===== config.mk =====
export PLATFORM = sky130hd
export DESIGN_NAME = dma_mem_arbiter
export DESIGN_NICKNAME = d
export VERILOG_FILES = /design/src/rtl/dma_mem_arbiter_pkg.sv /design/src/rtl/dma_arb_slot.sv /design/src/rtl/dma_mem_arbiter.sv
export SDC_FILE = /design/constraint.sdc
export NUM_CORES = 1
export LEC_CHECK = 0
export ABC_AREA = 1
export BUFFER_PORTS_ARGS = -buffer_cell sky130_fd_sc_hd__buf_2
export CORE_MARGIN = 1.5
export CORE_UTILIZATION = 53
export CTS_CLUSTER_SIZE = 12
export DETAILED_ROUTE_END_ITERATION = 10
export GPL_TIMING_DRIVEN = 0
export MAX_ROUTING_LAYER = met4
export PLACE_DENSITY = 0.8
export SETUP_SLACK_MARGIN = 0.15
export SYNTH_ARGS = -nofsm -noshare
export SYNTH_HDL_FRONTEND = slang
export SYNTH_SLANG_ARGS = --single-unit

===== constraint.sdc =====
create_clock -name clk_sys -period 11.15 [get_ports clk_sys]
set_input_delay 0.5575 -clock clk_sys [delete_from_list [all_inputs] [get_ports clk_sys]]
set_output_delay 0.5575 -clock clk_sys [all_outputs]
set_load 0.1 [all_outputs]

===== src/rtl/dma_mem_arbiter_pkg.sv =====
// Shared types and constants for the two-requester DMA memory arbiter.
package dma_mem_arbiter_pkg;

    localparam int unsigned TIMEOUT_DEFAULT = 32'd1023;
    localparam int unsigned DATA_W          = 32'd32;
    localparam int unsigned CNT_W           = 32'd16;

    typedef enum logic [1:0] {
        ST_IDLE    = 2'd0,
        ST_ISSUE   = 2'd1,
        ST_WAIT_RD = 2'd2,
        ST_DONE    = 2'd3
    } arb_state_t;

    typedef enum logic {
        REQ_A = 1'b0,
        REQ_B = 1'b1
    } req_id_t;

    // Round-robin pick between eligible slots; on a tie the slot not granted last wins.
    function automatic req_id_t pick_grant(input logic elig_a, input logic elig_b,
                                           input req_id_t last_grant);
        req_id_t pick;
        if (elig_a && elig_b) begin
            pick = (last_grant == REQ_A) ? REQ_B : REQ_A;
        end else if (elig_a) begin
            pick = REQ_A;
        end else begin
            pick = REQ_B;
        end
        return pick;
    endfunction

endpackage


===== src/rtl/dma_arb_slot.sv =====
// One requester slot: captures a strobe while idle, holds it until the arbiter
// completes it, and keeps the requester's last read result and error flag.
module dma_arb_slot
    import dma_mem_arbiter_pkg::*;
(
    input  logic              clk_sys,
    input  logic              reset,
    input  logic              rd,
    input  logic              wr,
    input  logic [DATA_W-1:0] addr,
    input  logic [DATA_W-1:0] wdata,
    input  logic              done,
    input  logic              rsp_load,
    input  logic [DATA_W-1:0] rsp_data,
    input  logic              rsp_err,
    output logic              busy,
    output logic              op_wr,
    output logic [DATA_W-1:0] req_addr,
    output logic [DATA_W-1:0] req_wdata,
    output logic [DATA_W-1:0] rdata,
    output logic              err
);

    // Latch a new request only when free (rd+wr together counts as a write); free it on completion.
    always_ff @(posedge clk_sys or posedge reset) begin
        if (reset) begin
            busy      <= 1'b0;
            op_wr     <= 1'b0;
            req_addr  <= {DATA_W{1'b0}};
            req_wdata <= {DATA_W{1'b0}};
        end else if (!busy && (rd || wr)) begin
            busy      <= 1'b1;
            op_wr     <= wr;
            req_addr  <= addr;
            req_wdata <= wdata;
        end else if (done) begin
            busy      <= 1'b0;
        end
    end

    // Read results (data or timeout marker) are only ever written by read completions.
    always_ff @(posedge clk_sys or posedge reset) begin
        if (reset) begin
            rdata <= {DATA_W{1'b0}};
            err   <= 1'b0;
        end else if (rsp_load) begin
            rdata <= rsp_data;
            err   <= rsp_err;
        end
    end

endmodule


===== src/rtl/dma_mem_arbiter.sv =====
// Two-requester arbiter onto a single Avalon-MM master port, one transaction
// outstanding at a time, with a read-response watchdog. After a timeout the
// bus is "stale": a late response may still arrive, so reads stay blocked
// until it is seen (and dropped) or a second watchdog period expires.
module dma_mem_arbiter
    import dma_mem_arbiter_pkg::*;
#(
    parameter int unsigned TIMEOUT = TIMEOUT_DEFAULT
) (
    input  logic        clk_sys,
    input  logic        reset,
    input  logic        a_rd,
    input  logic        a_wr,
    input  logic [31:0] a_addr,
    input  logic [31:0] a_wdata,
    output logic [31:0] a_rdata,
    output logic        a_busy,
    output logic        a_err,
    input  logic        b_rd,
    input  logic        b_wr,
    input  logic [31:0] b_addr,
    input  logic [31:0] b_wdata,
    output logic [31:0] b_rdata,
    output logic        b_busy,
    output logic        b_err,
    output logic [31:0] mem_address,
    output logic        mem_read,
    output logic        mem_write,
    output logic [31:0] mem_writedata,
    input  logic        mem_waitrequest,
    input  logic [31:0] mem_readdata,
    input  logic        mem_readdatavalid
);

    localparam logic [CNT_W-1:0] TIMEOUT_M1 = CNT_W'(TIMEOUT - 32'd1);

    arb_state_t        state_r;
    arb_state_t        state_nxt_s;
    req_id_t           grant_r;
    req_id_t           grant_nxt_s;
    req_id_t           last_grant_r;
    req_id_t           last_grant_nxt_s;
    req_id_t           pick_s;
    logic              stale_r;
    logic [CNT_W-1:0]  cnt_r;

    logic              a_op_wr_s;
    logic [31:0]       a_req_addr_s;
    logic [31:0]       a_req_wdata_s;
    logic              b_op_wr_s;
    logic [31:0]       b_req_addr_s;
    logic [31:0]       b_req_wdata_s;

    logic              elig_a_s;
    logic              elig_b_s;
    logic              grant_valid_s;
    logic              sel_wr_s;
    logic [31:0]       sel_addr_s;
    logic [31:0]       sel_wdata_s;
    logic              accept_s;
    logic              cnt_hit_s;
    logic              rd_valid_s;
    logic              rd_timeout_s;
    logic              rsp_load_s;
    logic [31:0]       rsp_data_s;
    logic              done_s;

    logic              mem_read_nxt_s;
    logic              mem_write_nxt_s;
    logic [31:0]       mem_address_nxt_s;
    logic [31:0]       mem_writedata_nxt_s;

    dma_arb_slot u_slot_a (
        .clk_sys   (clk_sys),
        .reset     (reset),
        .rd        (a_rd),
        .wr        (a_wr),
        .addr      (a_addr),
        .wdata     (a_wdata),
        .done      (done_s && (grant_r == REQ_A)),
        .rsp_load  (rsp_load_s && (grant_r == REQ_A)),
        .rsp_data  (rsp_data_s),
        .rsp_err   (rd_timeout_s),
        .busy      (a_busy),
        .op_wr     (a_op_wr_s),
        .req_addr  (a_req_addr_s),
        .req_wdata (a_req_wdata_s),
        .rdata     (a_rdata),
        .err       (a_err)
    );

    dma_arb_slot u_slot_b (
        .clk_sys   (clk_sys),
        .reset     (reset),
        .rd        (b_rd),
        .wr        (b_wr),
        .addr      (b_addr),
        .wdata     (b_wdata),
        .done      (done_s && (grant_r == REQ_B)),
        .rsp_load  (rsp_load_s && (grant_r == REQ_B)),
        .rsp_data  (rsp_data_s),
        .rsp_err   (rd_timeout_s),
        .busy      (b_busy),
        .op_wr     (b_op_wr_s),
        .req_addr  (b_req_addr_s),
        .req_wdata (b_req_wdata_s),
        .rdata     (b_rdata),
        .err       (b_err)
    );

    // While stale, only writes may be granted.
    assign elig_a_s      = a_busy && (!stale_r || a_op_wr_s);
    assign elig_b_s      = b_busy && (!stale_r || b_op_wr_s);
    assign grant_valid_s = elig_a_s || elig_b_s;
    assign pick_s        = pick_grant(elig_a_s, elig_b_s, last_grant_r);
    assign sel_wr_s      = (pick_s == REQ_A) ? a_op_wr_s     : b_op_wr_s;
    assign sel_addr_s    = (pick_s == REQ_A) ? a_req_addr_s  : b_req_addr_s;
    assign sel_wdata_s   = (pick_s == REQ_A) ? a_req_wdata_s : b_req_wdata_s;

    assign accept_s      = (state_r == ST_ISSUE) && !mem_waitrequest;
    assign cnt_hit_s     = (cnt_r == TIMEOUT_M1);
    assign rd_valid_s    = (state_r == ST_WAIT_RD) && mem_readdatavalid;
    assign rd_timeout_s  = (state_r == ST_WAIT_RD) && !mem_readdatavalid && cnt_hit_s;
    assign rsp_load_s    = rd_valid_s || rd_timeout_s;
    assign rsp_data_s    = rd_valid_s ? mem_readdata : 32'hFFFF_FFFF;
    assign done_s        = (state_r == ST_DONE);

    // State register.
    always_ff @(posedge clk_sys or posedge reset) begin
        if (reset) begin
            state_r <= ST_IDLE;
        end else begin
            state_r <= state_nxt_s;
        end
    end

    // Next-state logic: grant, issue until accepted, wait for read data, one-cycle completion.
    always_comb begin
        state_nxt_s = state_r;
        case (state_r)
            ST_IDLE: begin
                if (grant_valid_s) begin
                    state_nxt_s = ST_ISSUE;
                end else begin
                    state_nxt_s = ST_IDLE;
                end
            end
            ST_ISSUE: begin
                if (accept_s) begin
                    state_nxt_s = mem_write ? ST_DONE : ST_WAIT_RD;
                end else begin
                    state_nxt_s = ST_ISSUE;
                end
            end
            ST_WAIT_RD: begin
                if (rsp_load_s) begin
                    state_nxt_s = ST_DONE;
                end else begin
                    state_nxt_s = ST_WAIT_RD;
                end
            end
            ST_DONE: begin
                state_nxt_s = ST_IDLE;
            end
            default: begin
                state_nxt_s = ST_IDLE;
            end
        endcase
    end

    // Output logic: next values of the registered Avalon command and grant bookkeeping.
    always_comb begin
        mem_read_nxt_s      = 1'b0;
        mem_write_nxt_s     = 1'b0;
        mem_address_nxt_s   = mem_address;
        mem_writedata_nxt_s = mem_writedata;
        grant_nxt_s         = grant_r;
        last_grant_nxt_s    = last_grant_r;
        case (state_r)
            ST_IDLE: begin
                if (grant_valid_s) begin
                    mem_read_nxt_s      = !sel_wr_s;
                    mem_write_nxt_s     = sel_wr_s;
                    mem_address_nxt_s   = sel_addr_s;
                    mem_writedata_nxt_s = sel_wdata_s;
                    grant_nxt_s         = pick_s;
                end else begin
                    mem_read_nxt_s      = 1'b0;
                    mem_write_nxt_s     = 1'b0;
                end
            end
            ST_ISSUE: begin
                if (accept_s) begin
                    mem_read_nxt_s  = 1'b0;
                    mem_write_nxt_s = 1'b0;
                end else begin
                    mem_read_nxt_s  = mem_read;
                    mem_write_nxt_s = mem_write;
                end
            end
            ST_DONE: begin
                last_grant_nxt_s = grant_r;
            end
            default: begin
                mem_read_nxt_s  = 1'b0;
                mem_write_nxt_s = 1'b0;
            end
        endcase
    end

    // Register the Avalon command outputs and the grant history.
    always_ff @(posedge clk_sys or posedge reset) begin
        if (reset) begin
            mem_read      <= 1'b0;
            mem_write     <= 1'b0;
            mem_address   <= 32'h0000_0000;
            mem_writedata <= 32'h0000_0000;
            grant_r       <= REQ_A;
            last_grant_r  <= REQ_B;
        end else begin
            mem_read      <= mem_read_nxt_s;
            mem_write     <= mem_write_nxt_s;
            mem_address   <= mem_address_nxt_s;
            mem_writedata <= mem_writedata_nxt_s;
            grant_r       <= grant_nxt_s;
            last_grant_r  <= last_grant_nxt_s;
        end
    end

    // Watchdog: times WAIT_RD, then times the stale window that follows a timeout.
    always_ff @(posedge clk_sys or posedge reset) begin
        if (reset) begin
            cnt_r   <= {CNT_W{1'b0}};
            stale_r <= 1'b0;
        end else if (accept_s && mem_read) begin
            cnt_r <= {CNT_W{1'b0}};
        end else if (state_r == ST_WAIT_RD) begin
            if (mem_readdatavalid) begin
                cnt_r <= {CNT_W{1'b0}};
            end else if (cnt_hit_s) begin
                cnt_r   <= {CNT_W{1'b0}};
                stale_r <= 1'b1;
            end else begin
                cnt_r <= cnt_r + {{(CNT_W-1){1'b0}}, 1'b1};
            end
        end else if (stale_r) begin
            if (mem_readdatavalid || cnt_hit_s) begin
                cnt_r   <= {CNT_W{1'b0}};
                stale_r <= 1'b0;
            end else begin
                cnt_r <= cnt_r + {{(CNT_W-1){1'b0}}, 1'b1};
            end
        end
    end

endmodule


Yosys cells after proc, flatten, opt, wreduce, memory -nomap -nowiden

Cells that the tools add are included.

Register bits after elaboration: 285
Latch bits: 0
Bits in writable memories: 0
ROM bits: 0
Output and inout bits: 134
Memories kept: 0

Add/sub/neg operators: 1
$mul: 0
Div/mod/pow operators: 0
Order comparisons: 0
Eq/ne operators: 7
Shift operators: 0
Muxes and demuxes: 32
Bitwise logic cells: 2
Reductions and logical operators: 33

Operators with widths:

| kind                                             | count |
|---|---|
| two-way mux 16 bit                               | 6 |
| two-way mux 32 bit                               | 3 |
| two-way mux 1 bit                                | 19 |
| adder 16 x 1 -> 16 bit (second input constant)   | 1 |
| == test 16 x 10 -> 1 bit (second input constant) | 1 |
| logical AND 1 bit                                | 14 |
| case mux 2 bit (4 select lines)                  | 1 |
| logical OR 1 bit                                 | 7 |
| logical NOT 1 bit                                | 6 |
| != test 2 bit (second input constant)            | 3 |
| == test 2 bit (second input constant)            | 2 |
| case mux 1 bit (2 select lines)                  | 2 |
| nonzero test 2 bit                               | 2 |
| AND reduction 3 bit                              | 1 |
| nonzero test 3 bit                               | 1 |
| == test 2 x 1 -> 1 bit (second input constant)   | 1 |
| logical NOT 2 bit                                | 1 |
| two-way mux 2 bit                                | 1 |
| NOT 1 bit                                        | 2 |
| AND reduction 2 bit                              | 1 |

Logic depth before layout (Yosys ltp)

Gate-level depths: netlist (run 1).

Depth in word-level cells: 9
Depth in mapped cells: 11

Cells and area by module

From an unflattened synthesis (run 1), not the netlist that was laid out.

Cells, all modules: 1444
Area total of the unflattened synthesis: 12318.1 µm²

By module, submodules not included:

| module          | times used | cells each | area an instance (µm²) | seq. area each (µm²) |
|---|---|---|---|---|
| dma_arb_slot    | 2          | 428        | 3900.0                 | 2477.4 |
| dma_mem_arbiter | 1          | 588        | 4518.1                 | 2178.3 |

Worst setup path before layout (run 1)

Ideal clock, no wire load.

Path type: reg-to-reg
Start: register u_slot_a.busy
End: register u_slot_a.busy
Library setup time: 0.142 ns
Arrival: 1.850 ns
Path slack: 9.157 ns
Stages on the path, launching flop included: 6
Period minus slack after synthesis: 1.993 ns
Cells stage by stage: dfrtp_1 inv_1 o21ai_1 buf_2 buf_1 o21ai_0

Word-level cells in the longest chain between the ends: 3

RTL lines:

| what                                                           | line               | RTL |
|---|---|---|
| from (decl)                                                    | dma_arb_slot.sv:16 | `output logic busy,` |
| from (signal assigned)                                         | dma_arb_slot.sv:27 | `busy <= 1'b0;` |
| from (signal assigned)                                         | dma_arb_slot.sv:32 | `busy <= 1'b1;` |
| from (signal assigned)                                         | dma_arb_slot.sv:37 | `busy <= 1'b0;` |
| logical NOT 1 bit *                                            | dma_arb_slot.sv:31 | `end else if (!busy && (rd \|\| wr)) begin` |
| logical AND 1 bit *                                            | dma_arb_slot.sv:31 |  |
| two-way mux 1 bit / nonzero test 2 bit (equally long branches) | -                  |  |

Every way passes the cells marked *; elsewhere a longest branch is shown, timed or not.
A chain may end at the register's enable or synchronous reset.

Final worst setup path (run 1)

Start: register u_slot_b.busy
End: output port b_busy

RTL lines:

| what                   | line                  | RTL |
|---|---|---|
| from (decl)            | dma_arb_slot.sv:16    |  |
| from (signal assigned) | dma_arb_slot.sv:27    |  |
| from (signal assigned) | dma_arb_slot.sv:32    |  |
| from (signal assigned) | dma_arb_slot.sv:37    |  |
| to (decl)              | dma_mem_arbiter.sv:24 | `output logic b_busy,` |

No word-level cell between the ends.

==> results by group, run 1 <==
Run status
  – Result of the run: complete, no violations

STA
  – Max-slew violation count: 0
  – Final number of setup-violating endpoints: 0
  – Maximum clock rate: 494 MHz
  – Transition time of the tightest slew-check pin: 0.747 ns
  – Final Skew: 0.0253 ns
  – RSZ-0062 raised after global routing: no
  – Count of endpoints failing hold in the final timing report: 0
  – Setup ws final: 9.13 ns
  – Period Utilization, post-route: 18.1%
  – Final Critical Period: 2.02 ns
  – Worst relative slew slack: 49.9%
  – Final TNS setup: 0 ns
  – Worst slack on hold paths: roughly 0.08 ns

Floorplan
  – Std-Cell Rows: 54
  – Initial Util: 54.3%
  – Die X: 153 um
  – Vertical extent of the die: 153 um
  – I/O pin count: 302
  – Full die area: 23300 sq um
  – Core footprint: 21900 sq um

Global route
  – Wire length of the first global-routing pass: 53300 um
  – Remaining Overflow, GRT: 0
  – Number of antenna violations at the first check in global routing: 12
  – Maximum number of pins on one net before global-route repair: around 110
  – Aggregate global-route resource usage: 29.3%
  – Vias in the first global route: 10500

Critical path
  – Critical Path Max Stage Delay: 0.49 ns
  – Endpoint of the most critical register-to-register path: u_slot_a.rdata[13]
  – Crit-path cells: buf_2
  – Worst-path cell with the longest stage delay: sky130_fd_sc_hd__buf_2
  – Arrival time reported for the critical path endpoint: 1.47 ns
  – Setup slack, reg-to-reg: 9.24 ns
  – Kind of end point of the critical path: primary output
  – Family with the most delay on the worst path: buffers and inverters
  – Number of cells traversed by the worst register-to-register path: 9
  – Start-to-end type of the worst setup path: reg -> out
  – Number of buffers and inverters on the critical path: 1
  – Startpoint types: flip-flop
  – CP required: 10.59 ns
  – Biggest fanout along the worst timing path: 5
  – FF-to-FF Start: cnt_r[0]

Logic synthesis
  – Dominant combinational cell family by area after synthesis: simple AND/OR/NAND/NOR gates
  – Post-synthesis register bit count: 285
  – Post-Synthesis Mean Instance Area: about 8.8 sq um
  – Synth unique cells: 31
  – Predominant post-synthesis flop cell: sky130_fd_sc_hd__dfrtp_1
  – Share of synthesized cell area in full adder, half adder and majority cells: less than 1%
  – Synth Area in Compound Gates: 10.2%
  – Count of mapped cells out of synthesis: 1355
  – Post-synthesis instance area: 11900 sq um
  – Share of synthesized area occupied by flip-flops and latches: 60.0%
  – Nets in the synthesized netlist: 1525
  – Synthesized-area fraction occupied by xor and xnor cells: 0.589%
  – Yosys synthesis warning count: 0
  – Area fraction in and, or, nand and nor cells after synthesis: 24.2%
  – Multiplexer area fraction after synthesis: 0%
  – Post-synth EDFFs: 0
  – Proportion of synthesized flip-flops having asynchronous set or reset: 100%
  – Largest cells by area after synthesis: sky130_fd_sc_hd__dfrtp_1 (60%), sky130_fd_sc_hd__nand2_1 (17%), sky130_fd_sc_hd__a21oi_1 (5.4%), sky130_fd_sc_hd__nor2_1 (3.9%), sky130_fd_sc_hd__o21ai_2 (1.9%)
  – Share of the synthesized area in the top cell type: 59.8%
  – Cell type with the highest aggregate area in the netlist: sky130_fd_sc_hd__dfrtp_1

Final layout
  – Finished Layout Cells: 2000
  – Fill cells: about 1800
  – Final Net Count: 1860
  – Leading cell type in the layout, fill and taps excluded: sky130_fd_sc_hd__nand2_1
  – Commonest non-fill, non-tap cells in the layout: sky130_fd_sc_hd__nand2_1 (540), sky130_fd_sc_hd__buf_2 (326), sky130_fd_sc_hd__dfrtp_1 (284)
  – Share of layout cells above drive strength 1: ~26%
  – Synth-to-layout area growth: 24.5%

Drt
  – DRC violation count after routing: 0
  – Starting DRC count in detailed routing: 823
  – Routed len/inst: about 17 um
  – Count of vias placed by the detailed router: 10500
  – Antenna-violating nets left: 0
  – Number of vias per cell after detailed routing: 5.24
  – First-pass iteration count of the detailed router: 5
  – Wire length after detailed routing: 33200 um

CTS
  – Post_cts resized: 0
  – Buffer cell driving the clock tree root: sky130_fd_sc_hd__clkbuf_16
  – Longest Clk Path Bufs: 3
  – # H-tree levels: 1
  – CTS tree: done
  – Post-CTS setup buffer count: 0
  – Clk_lat worst skew: around 0.56 ns
  – Clock Sink Count: 285
  – Post-CTS clock slew at the launch and capture registers of the worst setup and hold paths: 0.06 ns
  – Number of CTS-inserted buffers: 30
  – Number of buffers inserted by hold repair at cts: 0

Placed design
  – Cell count after placement: 1938
  – Placement-stage worst setup slack: 9.00 ns
  – Post-DP HPWL: 23400 um
  – Routability Congestion: 0.890
  – Total of buffers placed on input and output ports: ~300

Run
  – Count of maximum capacitance violations: 0

Min path
  – Class of the tightest hold or removal check: in -> async
[Yosys cell counts (4+ instances only)]
| master | n |
|---|---|
| sky130_fd_sc_hd__dfrtp_1 | 284 |
| sky130_fd_sc_hd__nand4_1 | 8 |
| sky130_fd_sc_hd__o21ai_1 | 40 |
| sky130_fd_sc_hd__o21ai_2 | 26 |
| sky130_fd_sc_hd__buf_1 | 4 |
| sky130_fd_sc_hd__xor2_1 | 7 |
| sky130_fd_sc_hd__o21ai_0 | 26 |
| sky130_fd_sc_hd__nand2_1 | 540 |
| sky130_fd_sc_hd__buf_2 | 25 |
| sky130_fd_sc_hd__nand3_1 | 17 |
| sky130_fd_sc_hd__nand2_2 | 11 |
| sky130_fd_sc_hd__clkbuf_1 | 30 |
| sky130_fd_sc_hd__a21oi_1 | 129 |
| sky130_fd_sc_hd__nor2_1 | 124 |
| sky130_fd_sc_hd__inv_2 | 5 |
| sky130_fd_sc_hd__inv_1 | 43 |
| sky130_fd_sc_hd__buf_6 | 11 |
[worst max path at each step]
| stage | to | cells after the start | startpoint |
|---|---|---|---|
| after detailed placement | u_slot_b.req_addr[12] | 7 | b_wr |
| after floorplan | asynchronous set/reset pin | 1 | reset |
| after global routing | b_busy | 1 | u_slot_b.busy |
| final | b_busy | 1 | u_slot_b.busy |
| after CTS | b_busy | 1 | u_slot_b.busy |
| after global placement | u_slot_b.req_wdata[10] | 2 | reset |
[sequential cells by signal (all words and copies together), names as in the netlist, named ones only]
signal	cells
grant_r	1
u_slot_b.rdata	32
stale_r	1
u_slot_a.rdata	32
u_slot_a.req_addr	32
u_slot_a.err	1
cnt_r	16
last_grant_r	1
u_slot_b.busy	1
mem_writedata	32
mem_write	1
mem_address	32
u_slot_b.req_addr	32
mem_read	1
u_slot_b.err	1
u_slot_a.req_wdata	32
u_slot_a.op_wr	1
u_slot_b.op_wr	1
u_slot_b.req_wdata	32
u_slot_a.busy	1
state_r	1
[per-stage QoR]
step	cell area, sq um	utilization, %
6_report	14800	67.6
5_1_grt	14800	67.6
4_1_cts	14800	67.5
3_5_place_dp	13800	63.1
3_3_place_gp	13700	62.8
2_1_floorplan	11900	-
[layer usage]
metal / GRT usage, % / part of all wire [%]
met1: 36.1 / 39
met2: 47.6 / 49
met3: 6.43 / 8.7
met4: 10.5 / 3.1
met5: - / 0
[kinds of logic (layout without fill, tap and decap cells)]
| kind of cell | Yosys count | after routing |
|---|---|---|
| xor+xnor | 8 | 8 |
| simple gates | 717 | 717 |
| other cells | 0 | 13 |
| compound gates | 222 | 222 |
| fa+ha+maj | 2 | 2 |
| flops | 285 | 285 |
| buf+inv | 121 | 473 |
[final cells by class]
type	instances	area, sq um	share of cell area [%]
Timing Repair Buffer	303	1560	10.5
Clock inverter	6	93.8	0.634
Clock buffer	43	870	5.87
Sequential cell	285	7130	48.2
Multi-Input combinational cell	949	4180	28.2
Buffer	72	392	2.64
Inverter	49	193	1.30
Tap cell	280	350	2.37
Antenna cell	13	32.5	0.220
Power of run 1 is left out: the tool's default activity adds up to more than one toggle a clock period on the data nets, which glitch-free logic cannot reach.
==> run 2: changes to the inputs <==
--- a/config.mk
+++ b/config.mk
@@ -5,15 +5,15 @@
 export SDC_FILE = /design/constraint.sdc
 export NUM_CORES = 1
 export LEC_CHECK = 0
-export ABC_AREA = 1
+export ABC_AREA = 0
 export BUFFER_PORTS_ARGS = -buffer_cell sky130_fd_sc_hd__buf_2
 export CORE_MARGIN = 1.5
-export CORE_UTILIZATION = 53
+export CORE_UTILIZATION = 48
 export CTS_CLUSTER_SIZE = 12
 export DETAILED_ROUTE_END_ITERATION = 10
 export GPL_TIMING_DRIVEN = 0
 export MAX_ROUTING_LAYER = met4
-export PLACE_DENSITY = 0.8
+export PLACE_DENSITY = 0.77
 export SETUP_SLACK_MARGIN = 0.15
 export SYNTH_ARGS = -nofsm -noshare
 export SYNTH_HDL_FRONTEND = slang
==> constraint.sdc (replaced) <==
create_clock -name clk_sys -period 1.7 [get_ports clk_sys]
set_input_delay 0.085 -clock clk_sys [delete_from_list [all_inputs] [get_ports clk_sys]]
set_output_delay 0.085 -clock clk_sys [all_outputs]
set_load 0.1 [all_outputs]
==> run 2 against run 1 <==
Effect of this change: the flow now finishes with violations (setup timing); synthesized cell count down 36%; count of clock-buffer cells in the layout up 4; critical path depth up 9; utilization up 9.4 points; sequential share of layout area down 8.7 points; design area up 22%; global-route usage down 0.063 points; synthesized area down 3.7%; die area up 6.2%.
==> results by group, run 2 <==
Run status
  – Result of the run: finished, violations left
  – Failing checks: setup timing

Logic synthesis
  – Nets in the synthesized netlist: 1040 (-32%)
  – Proportion of synthesized flip-flops having asynchronous set or reset: 100% (unchanged)
  – Share of the synthesized area in the top cell type: 62.1% (+2.3 points)
  – Count of mapped cells out of synthesis: 870 (-36%)
  – Post-synth EDFFs: 0 (unchanged)
  – Post-synthesis register bit count: 285 (unchanged)
  – Cell type with the highest aggregate area in the netlist: sky130_fd_sc_hd__dfrtp_1
  – Post-Synthesis Mean Instance Area: 13.2 sq um (+50%)
  – Most used standard cell by instance count after synthesis: sky130_fd_sc_hd__dfrtp_1
  – Yosys synthesis warning count: 0 (unchanged)
  – Predominant post-synthesis flop cell: sky130_fd_sc_hd__dfrtp_1
  – Synth unique cells: 43 (+39%)
  – Most numerous cell types in the synthesized netlist: sky130_fd_sc_hd__dfrtp_1 (284), sky130_fd_sc_hd__mux2_2 (130), sky130_fd_sc_hd__nor2_1 (76)
  – Post-synthesis instance area: 11400 sq um (-3.7%)
  – Largest cells by area after synthesis: sky130_fd_sc_hd__dfrtp_1 (62%), sky130_fd_sc_hd__mux2_2 (13%), sky130_fd_sc_hd__mux2i_1 (5.8%), sky130_fd_sc_hd__o22a_1 (4.9%), sky130_fd_sc_hd__a21oi_1 (3.1%)
  – Share of synthesized area occupied by flip-flops and latches: 62.3% (+2.3 points)

Drt
  – Count of vias placed by the detailed router: 9840 (-6.0%)
  – Wire length after detailed routing: 39100 um (+18%)
  – DRC violation count after routing: 0 (unchanged)
  – Antenna-violating nets left: 0 (unchanged)
  – Number of vias per cell after detailed routing: 5.53 (+5.6%)
  – Routed len/inst: 21.9 um (+32%)
  – Starting DRC count in detailed routing: 577 (-30%)
  – First-pass iteration count of the detailed router: 5 (unchanged)

Floorplan
  – Vertical extent of the die: 157 um (+3.0%)
  – Std-Cell Rows: 56 (+3.7%)
  – Initial Util: 48.8% (-5.5 points)
  – Core footprint: 23500 sq um (+7.2%)
  – I/O pin count: 302 (unchanged)
  – Die X: 157 um (+3.0%)
  – Full die area: 24800 sq um (+6.2%)

STA
  – Count of endpoints failing hold in the final timing report: 0 (unchanged)
  – Transition time of the tightest slew-check pin: 0.615 ns (-0.132 ns)
  – RSZ-0062 raised after global routing: yes
  – Maximum clock rate: 491 MHz
  – Final number of setup-violating endpoints: 117 (+117)
  – Max-slew violation count: 0 (unchanged)
  – Worst relative slew slack: 58.8% (+8.9 points)
  – Final Critical Period: 2.04 ns
  – Setup ws final: -0.336 ns (-9.46 ns)
  – Period Utilization, post-route: 120%
  – Final Skew: 0.0125 ns (-0.0128 ns)

Global route
  – Vias in the first global route: 10200 (-2.4%)
  – Number of antenna violations at the first check in global routing: 2 (-10)
  – Remaining Overflow, GRT: 0 (unchanged)
  – Maximum number of pins on one net before global-route repair: 43 (-61%)
  – Wire length of the first global-routing pass: 54500 um (+2.2%)
  – Aggregate global-route resource usage: 29.2% (-0.063 points)

Critical path
  – Worst-path cell with the longest stage delay: sky130_fd_sc_hd__dfrtp_1
  – Biggest fanout along the worst timing path: 8 (+3)
  – CP required: 2.12 ns (-8.47 ns)
  – Startpoint types: flip-flop
  – Kind of end point of the critical path: flip-flop
  – Arrival time reported for the critical path endpoint: 2.45 ns (+0.98 ns)
  – Crit-path cells: ha_4 -> nor4b_4 -> and4_1 -> buf_6 -> buf_12 -> nor2_4 -> nor3_4 -> buf_6 -> clkbuf_16 -> o22a_1
  – Start-to-end type of the worst setup path: reg -> reg
  – Critical Path Max Stage Delay: 0.41 ns (-0.08 ns)
  – Most frequent cell on the critical path: sky130_fd_sc_hd__buf_6

Final layout
  – Final Net Count: 1609 (-13%)
  – Finished Layout Cells: 1780 (-11%)
  – Synth-to-layout area growth: 58.0%
  – Post-layout util: 77.1% (+9.4 points)
  – Commonest non-fill, non-tap cells in the layout: sky130_fd_sc_hd__buf_2 (301), sky130_fd_sc_hd__dfrtp_1 (280), sky130_fd_sc_hd__dlygate4sd3_1 (165)
  – Fill cells: 1341 (-24%)
  – Leading cell type in the layout, fill and taps excluded: sky130_fd_sc_hd__buf_2
  – Share of layout cells above drive strength 1: 48.6% (+23 points)
  – Post-route cell area: 18100 sq um (+22%)

CTS
  – Post-CTS clock slew at the launch and capture registers of the worst setup and hold paths: 0.06 ns (about the same)
  – Number of CTS-inserted buffers: 30 (unchanged)
  – # H-tree levels: 1 (unchanged)
  – Clk_lat worst skew: 0.54 ns (-0.02 ns)
  – CTS tree: done
  – Clock Sink Count: 285 (unchanged)
  – Longest Clk Path Bufs: 3 (unchanged)
  – Buffer cell driving the clock tree root: sky130_fd_sc_hd__clkbuf_16

Min path
  – Class of the tightest hold or removal check: in -> reg

Placed design
  – Post-DP HPWL: 20800 um (-11%)
  – Cell count after placement: 1496 (-23%)
  – Total of buffers placed on input and output ports: 300 (-0.33%)
  – Placed instance area: 13500 sq um (-2.2%)
  – Placement-stage worst setup slack: -1.15 ns (-10.15 ns)
  – Routability Congestion: 0.790 (-11%)

Run
  – Count of maximum capacitance violations: 0 (unchanged)
[run 2: changes by cell type after synthesis, moves of 25 or more]
| cell | delta |
|---|---|
| sky130_fd_sc_hd__o21ai_1 | -40 |
| sky130_fd_sc_hd__inv_1 | -32 |
| sky130_fd_sc_hd__nand2_1 | -521 |
| sky130_fd_sc_hd__o21ai_2 | -25 |
| sky130_fd_sc_hd__mux2_2 | +130 |
| sky130_fd_sc_hd__mux2i_1 | +66 |
| sky130_fd_sc_hd__nor2_1 | -48 |
| sky130_fd_sc_hd__o22a_1 | +64 |
| sky130_fd_sc_hd__a21oi_1 | -57 |
[run 2: cells by family after synthesis]
family          Yosys count  share of synthesized area [%]
flops                   285                           62.3
simple gates            144                           5.99
mux                     196                           18.6
buf+inv                  69                           2.66
compound gates          172                           10.1
fa+ha+maj                 2                          0.219
xor+xnor                  2                          0.153
[run 2: final timing paths]
| path | from | end | slack, ns | cells after the start |
|---|---|---|---|---|
| max | cnt_r[1] | u_slot_a.rdata[17] | -0.34 | 10 |
| min | a_rd | u_slot_a.busy | 0.14 | 5 |
| max reg2reg | cnt_r[1] | u_slot_a.rdata[17] | -0.34 | 10 |
| min reg2reg | last_grant_r | last_grant_r | 0.46 | 2 |
| max in group asynchronous | reset | last_grant_r | 0.39 | 6 |
| min in group asynchronous | reset | u_slot_a.rdata[18] | 0.16 | 3 |
[run 2: repair_timing]
item	4_1_cts	5_1_grt
endpoints found under the setup margin	285	292
cloned	3	17
pin swaps	19	56
hold buffers	165	0
resized for setup	180	158
endpoints found under the hold margin	225	0
buffers inserted	21	24
[run 2: worst max-delay path: cells and delay by family (launching register included)]
family	cells	cell delay, ns
AOI/OAI and AO/OA	1	0.20
buffers and inverters	4	0.58
and+or+nand+nor	4	0.56
DFF	1	0.41
adders and majority gates	1	0.17
[run 2: final cells by class]
cell class | instances | area [sq um] | share of cell area [%]
Buffer | 58 | 738 | 4.08
Timing Repair Buffer | 536 | 4190 | 23.1
Antenna cell | 3 | 7.51 | 0.0415
Timing Repair inverter | 1 | 5.00 | 0.0277
Clock buffer | 47 | 926 | 5.12
Clock inverter | 4 | 22.5 | 0.124
Multi-Input combinational cell | 516 | 4620 | 25.6
Sequential cell | 285 | 7140 | 39.5
Tap cell | 319 | 399 | 2.21
Inverter | 11 | 45.0 | 0.249
[run 2: routing by layer]
metal,vias up,share of wire (%),wire length (um),global-route usage (%)
met5,-,0,0,-
li1,4279,-,-,-
met4,0,4.4,1730,12.0
met3,147,6.0,2340,5.81
met1,4972,37,14300,32.4
met2,442,53,20700,51.4
[run 2: through the flow]
step                      setup TNS, ns  hold WS [ns]
final                            -23.54         0.143
after global routing             -32.23         0.137
after CTS                        -15.83        0.0830
after detailed placement        -167.09         0.229
after global placement         -1252.85         0.311
after floorplan                 -756.33         0.192
Power of run 2 is left out for the same reason.
